[config.mk]
export PLATFORM = sky130hd
export DESIGN_NAME = rr_bus_arbiter_flat
export DESIGN_NICKNAME = d
export VERILOG_FILES = /design/src/rtl/rr_bus_arbiter_pkg.sv /design/src/rtl/rr_bus_arbiter_if.sv /design/src/rtl/mux4_32.sv /design/src/rtl/rr_pick.sv /design/src/rtl/rr_bus_arbiter.sv /design/src/flat_wrapper.sv
export SDC_FILE = /design/constraint.sdc
export NUM_CORES = 1
export LEC_CHECK = 0
export CAP_MARGIN = 20
export CORE_MARGIN = 2
export CORE_UTILIZATION = 33
export CTS_CLUSTER_SIZE = 14
export DETAILED_ROUTE_END_ITERATION = 6
export HOLD_SLACK_MARGIN = 0.12
export PLACE_DENSITY_LB_ADDON = 0.12
export SETUP_SLACK_MARGIN = 0.5
export SYNTH_ARGS = -nofsm -noshare
export SYNTH_HDL_FRONTEND = slang
export SYNTH_SLANG_ARGS = --single-unit
[constraint.sdc]
create_clock -name clk -period 6.6 [get_ports clk]
set_input_delay 0.99 -clock clk [delete_from_list [all_inputs] [get_ports clk]]
set_output_delay 0.99 -clock clk [all_outputs]
set_load 0.005 [all_outputs]
[src/rtl/rr_bus_arbiter_pkg.sv]
`default_nettype none
// ---------------------------------------------------------------------------
// rr_bus_arbiter_pkg : shared constants, state encoding and helpers. Rev 1.0
// ---------------------------------------------------------------------------
package rr_bus_arbiter_pkg;

   localparam int NREQ   = 4;
   localparam int SEL_W  = 2;
   localparam int DATA_W = 32;

   typedef enum logic [0:0] {
      IDLE = 1'b0,
      OWN  = 1'b1
   } state_t;

   function automatic logic [NREQ-1:0] onehot(input logic [SEL_W-1:0] idx);
      return NREQ'(1) << idx;
   endfunction

endpackage
`default_nettype wire

[src/rtl/rr_bus_arbiter_if.sv]
`default_nettype none
// ---------------------------------------------------------------------------
// rr_bus_arbiter_if : request/data/grant bundle; RR_LOCK_EN adds lock. Rev 1.0
// ---------------------------------------------------------------------------
interface rr_bus_arbiter_if;
   import rr_bus_arbiter_pkg::*;

   logic [NREQ-1:0]   req;
   logic [DATA_W-1:0] d0;
   logic [DATA_W-1:0] d1;
   logic [DATA_W-1:0] d2;
   logic [DATA_W-1:0] d3;
   logic [NREQ-1:0]   gnt;
   logic [SEL_W-1:0]  sel;
   logic              valid;
   logic [DATA_W-1:0] y;
`ifdef RR_LOCK_EN
   logic              lock;
`endif

   modport master (
`ifdef RR_LOCK_EN
      output lock,
`endif
      output req, d0, d1, d2, d3,
      input  gnt, sel, valid, y
   );

   modport slave (
`ifdef RR_LOCK_EN
      input  lock,
`endif
      input  req, d0, d1, d2, d3,
      output gnt, sel, valid, y
   );

endinterface
`default_nettype wire

[src/rtl/mux4_32.sv]
`default_nettype none
// ---------------------------------------------------------------------------
// mux4_32 : 32-bit 4:1 word multiplexer library cell. Rev 1.0
// ---------------------------------------------------------------------------
module mux4_32 (
   input  logic [31:0] d0,
   input  logic [31:0] d1,
   input  logic [31:0] d2,
   input  logic [31:0] d3,
   input  logic [1:0]  sel,
   output logic [31:0] y
);

   always_comb begin
      y = d0;
      case (sel)
         2'd0:    y = d0;
         2'd1:    y = d1;
         2'd2:    y = d2;
         default: y = d3;
      endcase
   end

endmodule
`default_nettype wire

[src/rtl/rr_pick.sv]
`default_nettype none
// ---------------------------------------------------------------------------
// rr_pick : first set request at or after start (mod NREQ), excl bits masked. Rev 1.0
// ---------------------------------------------------------------------------
module rr_pick
   import rr_bus_arbiter_pkg::*;
(
   input  logic [NREQ-1:0]  req,
   input  logic [SEL_W-1:0] start,
   input  logic [NREQ-1:0]  excl,
   output logic             found,
   output logic [SEL_W-1:0] idx
);

   logic [NREQ-1:0] w_cand;

   assign w_cand = req & ~excl;

   // Scan farthest-first so the nearest candidate to start wins.
   always_comb begin
      found = 1'b0;
      idx   = start;
      for (int k = NREQ - 1; k >= 0; k--) begin
         if (w_cand[start + SEL_W'(k)]) begin
            found = 1'b1;
            idx   = start + SEL_W'(k);
         end
      end
   end

endmodule
`default_nettype wire

[src/rtl/rr_bus_arbiter.sv]
`default_nettype none
// ---------------------------------------------------------------------------
// rr_bus_arbiter : four-way round-robin bus arbiter with bounded-hold
// preemption; macro RR_LOCK_EN adds a lock input that suspends preemption. Rev 1.0
// ---------------------------------------------------------------------------
module rr_bus_arbiter
   import rr_bus_arbiter_pkg::*;
#(
   parameter int MAX_HOLD = 8,
   parameter int HOLD_W   = 4
) (
   input  logic           clk,
   input  logic           rst,
   rr_bus_arbiter_if.slave bus
);

   localparam logic [HOLD_W-1:0] c_hold_max =
      (MAX_HOLD == 0) ? '0 : HOLD_W'(MAX_HOLD - 1);

   state_t             r_state;
   logic [NREQ-1:0]    r_gnt;
   logic [SEL_W-1:0]   r_sel;
   logic [SEL_W-1:0]   r_ptr;
   logic               r_valid;
   logic [HOLD_W-1:0]  r_hold;

   logic               w_own;
   logic               w_owner_req;
   logic               w_lock;
   logic [SEL_W-1:0]   w_start;
   logic [NREQ-1:0]    w_excl;
   logic               w_found;
   logic [SEL_W-1:0]   w_idx;
   logic               w_release;
   logic               w_preempt;
   logic               w_new_grant;
   logic [DATA_W-1:0]  w_mux;

`ifdef RR_LOCK_EN
   assign w_lock = bus.lock;
`else
   assign w_lock = 1'b0;
`endif

   assign w_own       = (r_state == OWN);
   assign w_owner_req = bus.req[r_sel];

   // While owning, search starts just past the owner and skips it.
   assign w_start = w_own ? r_sel + SEL_W'(1) : r_ptr;
   assign w_excl  = w_own ? onehot(r_sel) : '0;

   rr_pick u_pick (
      .req   (bus.req),
      .start (w_start),
      .excl  (w_excl),
      .found (w_found),
      .idx   (w_idx)
   );

   assign w_release   = w_own && !w_owner_req;
   assign w_preempt   = w_own && w_owner_req && (MAX_HOLD != 0) && !w_lock &&
                        (r_hold == c_hold_max) && w_found;
   assign w_new_grant = ((!w_own || w_release) && w_found) || w_preempt;

   always_ff @(posedge clk) begin
      if (rst) begin
         r_state <= IDLE;
         r_gnt   <= '0;
         r_sel   <= '0;
         r_ptr   <= '0;
         r_valid <= 1'b0;
         r_hold  <= '0;
      end else begin
         if (w_release || w_preempt) begin
            r_ptr <= r_sel + SEL_W'(1);
         end
         if (w_new_grant) begin
            r_state <= OWN;
            r_gnt   <= onehot(w_idx);
            r_sel   <= w_idx;
            r_valid <= 1'b1;
            r_hold  <= '0;
         end else if (w_release) begin
            r_state <= IDLE;
            r_gnt   <= '0;
            r_valid <= 1'b0;
         end else if (w_own && !w_lock && (r_hold != c_hold_max)) begin
            r_hold <= r_hold + HOLD_W'(1);
         end
      end
   end

   mux4_32 u_mux (
      .d0  (bus.d0),
      .d1  (bus.d1),
      .d2  (bus.d2),
      .d3  (bus.d3),
      .sel (r_sel),
      .y   (w_mux)
   );

   assign bus.gnt   = r_gnt;
   assign bus.sel   = r_sel;
   assign bus.valid = r_valid;
   assign bus.y     = r_valid ? w_mux : '0;

endmodule
`default_nettype wire

[src/flat_wrapper.sv]
// flat-port wrapper written by rule: the top's interface ports become plain ports
module rr_bus_arbiter_flat import rr_bus_arbiter_pkg::*;
#(
   parameter int MAX_HOLD = 8,
   parameter int HOLD_W   = 4
)
  (clk, rst, bus_req, bus_d0, bus_d1, bus_d2, bus_d3, bus_gnt, bus_sel, bus_valid, bus_y);
  rr_bus_arbiter_if bus_i ();
  input  logic clk;
  input  logic rst;
  input wire logic [$bits(bus_i.req)-1:0] bus_req;
  input wire logic [$bits(bus_i.d0)-1:0] bus_d0;
  input wire logic [$bits(bus_i.d1)-1:0] bus_d1;
  input wire logic [$bits(bus_i.d2)-1:0] bus_d2;
  input wire logic [$bits(bus_i.d3)-1:0] bus_d3;
  output wire logic [$bits(bus_i.gnt)-1:0] bus_gnt;
  output wire logic [$bits(bus_i.sel)-1:0] bus_sel;
  output wire logic [$bits(bus_i.valid)-1:0] bus_valid;
  output wire logic [$bits(bus_i.y)-1:0] bus_y;
  assign bus_i.req = bus_req;
  assign bus_i.d0 = bus_d0;
  assign bus_i.d1 = bus_d1;
  assign bus_i.d2 = bus_d2;
  assign bus_i.d3 = bus_d3;
  assign bus_gnt = bus_i.gnt;
  assign bus_sel = bus_i.sel;
  assign bus_valid = bus_i.valid;
  assign bus_y = bus_i.y;
  rr_bus_arbiter #(.MAX_HOLD(MAX_HOLD), .HOLD_W(HOLD_W)) u_core (.clk(clk), .rst(rst), .bus(bus_i));
endmodule
==> results.cfg <==
[routing]
postRouteAntennaNets = 0
drc = 0
drt_iter0_drc = 306
wire_per_inst_um = 17.9
vias = 2528
via_per_inst = 5.37
drt-pass1-iter-count = 6
drt_wl_total_mm = 8.45

[timing]
fin_tns_setup_ns = 0
hold_viol_final = 0
final_max_slew_viol_count = 0
tightest_slew_ns = 1.03
period_minus_slack_ns = 3.58
fmax_mhz = 279
rsz0062_at_grt = no
period_share_pct = 54.2
maxSlewHeadroom_pct = 31.3
fin_worst_skew_ns = 0.00350
setup_violations = 0
whs_ns = 0.486

[global_routing]
grt.overflow.total = 0
grt_start_max_net_pins = 65
grt_pass1_vias = 2338
grt_use_total_pct = 27.0
grt_pass1_wl_mm = 13.0
antenna_found_initial = 0

[clock_tree]
clock_latency_ns = 0.24
numCtsBuffers = 3
cts_tree = built
cts_root_buf = clkbuf_8
clkTransAtPathRegs_ns = 0.05
post_cts_buffers = 0
cts_hold_buf = 0
clockBufferDepth = 2
htreeDepth = 1
post_cts_resized = 0
clock-sinks = 13

[logic_synthesis]
ys_seq_area_share_pct = 14.9
synth_top_flop_cell = dfxtp_1
netlist_instances = 247
synth_warnings = 0
async_flop_share_pct = 0
ys_types = 39
syn_nets = 387
synth_seq_cells = 13
synth-edff-count = 0
syn_area_mm2 = 0.00175
avgSynthCellArea_um2 = 7.09

[pwr]
p_sw_share_pct = 36.8
internal_power_mw = 0.397
p_per_area_mw_per_mm2 = 177
seqPwrFrac_pct = 16.1
power_frac_clock_pct = 11.0
peakVddDrop_mv = 0.244
power_mw = 0.628
p_sw_mw = 0.231
p_leak_nw = 1.23
comb_power_share_pct = 72.9

[floorplan]
num_rows = 26
start_util_pct = 34.3
dieWidth_um = 76.9
boundaryPins = 173
dieArea_mm2 = 0.00591
fp.dieH_um = 76.9
core-area_mm2 = 0.00511

[layout]
layout.nets = 542
nFillCells = 444
mostFrequentLayoutCell = clkdlybuf4s50_1
stdcell_area_mm2 = 0.00354
fin_util_pct = 69.3
final_cell_mix = clkdlybuf4s50_1 (172), nand2_1 (37), o21ai_0 (35)
n_antenna_cell = 0
drive_above_1_share_pct = 3.49
ff_latch_area_um2 = 260
areaGrowthSynthToFinish_pct = 102
multiInputGateArea_mm2 = 0.00138

[placement]
io_buffers = 172
dpl_cell_area_mm2 = 0.00349
dpl.hpwl_mm = 6.40
gp_congestion = 0.819

[worst_setup_path]
cp_max_fo = 64
path_class = reg2out
critPathArrivalTime_ns = 2.59
critPathRequiredTime_ns = 5.61
critPathCaptureType = primary output
start_kind = flip-flop

[flow_run]
cap_violations = 0

[min_path]
hp-class = reg2reg

[run_status]
status = finished clean
cells by family (layout without fill, tap and decap cells):
kind of cell	Yosys count	after routing	share of synthesized area [%]
AO/OA/AOI/OAI	90	90	39.1
XOR/XNOR	2	2	1.00
adder cells (fa/ha/maj)	6	6	4.29
buffers and inverters	29	183	6.29
flip-flops	13	13	14.9
multiplexers	6	6	4.21
AND/OR/NAND/NOR	101	101	30.2
path summary, 6_finish.rpt:
check	cells past startpoint	from	slack, ns	endpoint
max	5	u_core.bus.sel[1]	3.02	bus_y[16]
min	2	u_core.bus.gnt[0]	0.49	u_core.bus.gnt[0]
max reg2reg	8	u_core.bus.sel[1]	4.02	u_core.bus.gnt[1]
min reg2reg	2	u_core.bus.gnt[0]	0.49	u_core.bus.gnt[0]
registers in the layout, summed over array words and instances, names as in the netlist:
register,cells
u_core.r_hold,4
u_core.bus.sel,2
u_core.bus.valid,1
u_core.bus.gnt,4
u_core.r_ptr,2
worst max-delay path, stage by stage, from the launching register on:
cell and delay (ns):
dfxtp_1 0.48, ha_2 0.94, nand2_1 0.11, o21ai_0 0.13, and2_1 0.15, clkdlybuf4s50_1 0.52
cell usage after synthesis, types with 2 or more instances:
| cell type | instances | area share, % |
|---|---|---|
| a21boi_0 | 5 | 2.1 |
| ha_1 | 6 | 4.3 |
| nor4_1 | 2 | 0.71 |
| clkbuf_1 | 22 | 4.7 |
| nor2_1 | 5 | 1.1 |
| nand2b_1 | 8 | 2.9 |
| nor3_1 | 4 | 1.1 |
| nand3_1 | 3 | 0.86 |
| nor2b_1 | 4 | 1.4 |
| or3b_1 | 2 | 1.0 |
| buf_1 | 3 | 0.64 |
| a222oi_1 | 32 | 18 |
| o32ai_1 | 5 | 2.5 |
| o21ai_0 | 35 | 10 |
| mux2i_1 | 4 | 2.3 |
| nand2_1 | 37 | 7.9 |
| a21oi_1 | 3 | 0.86 |
| dfxtp_1 | 13 | 15 |
| and2_1 | 32 | 11 |
| inv_1 | 3 | 0.64 |
per-layer routing:
metal | share of wire (%) | vias up | global-route usage [%] | routed length [um]
li1 | - | 1259 | - | -
met1 | 40 | 1157 | 33.1 | 3380
met2 | 50 | 104 | 48.8 | 4190
met3 | 9.5 | 8 | 5.53 | 801
met4 | 1.0 | 0 | 4.73 | 87
met5 | 0 | - | 0 | 0
metrics by stage:
step / instances / setup WS, ns
finish: 471 / 3.02
global route: 471 / 2.80
CTS: 471 / 3.04
detailed placement: 467 / 3.09
global placement: 467 / 3.12
floorplan: 247 / 4.00
final cells by class:
type | instances | share of cell area (%)
Clock buffer | 4 | 1.27
Timing Repair Buffer | 176 | 49.5
Inverter | 3 | 0.318
Sequential cell | 13 | 7.35
Tap cell | 70 | 2.47
Multi-Input combinational cell | 205 | 39.1
power groups by stage:
stage               Combinational, mW  Sequential [mW]  Clock, mW
global route                    0.496            0.103     0.0741
detailed placement              0.455            0.103          0
global placement                0.449            0.102          0
finish                          0.458            0.101     0.0688
CTS                             0.457            0.101     0.0707
floorplan                       0.230           0.0994          0
Power figures use the tool's default switching activity.
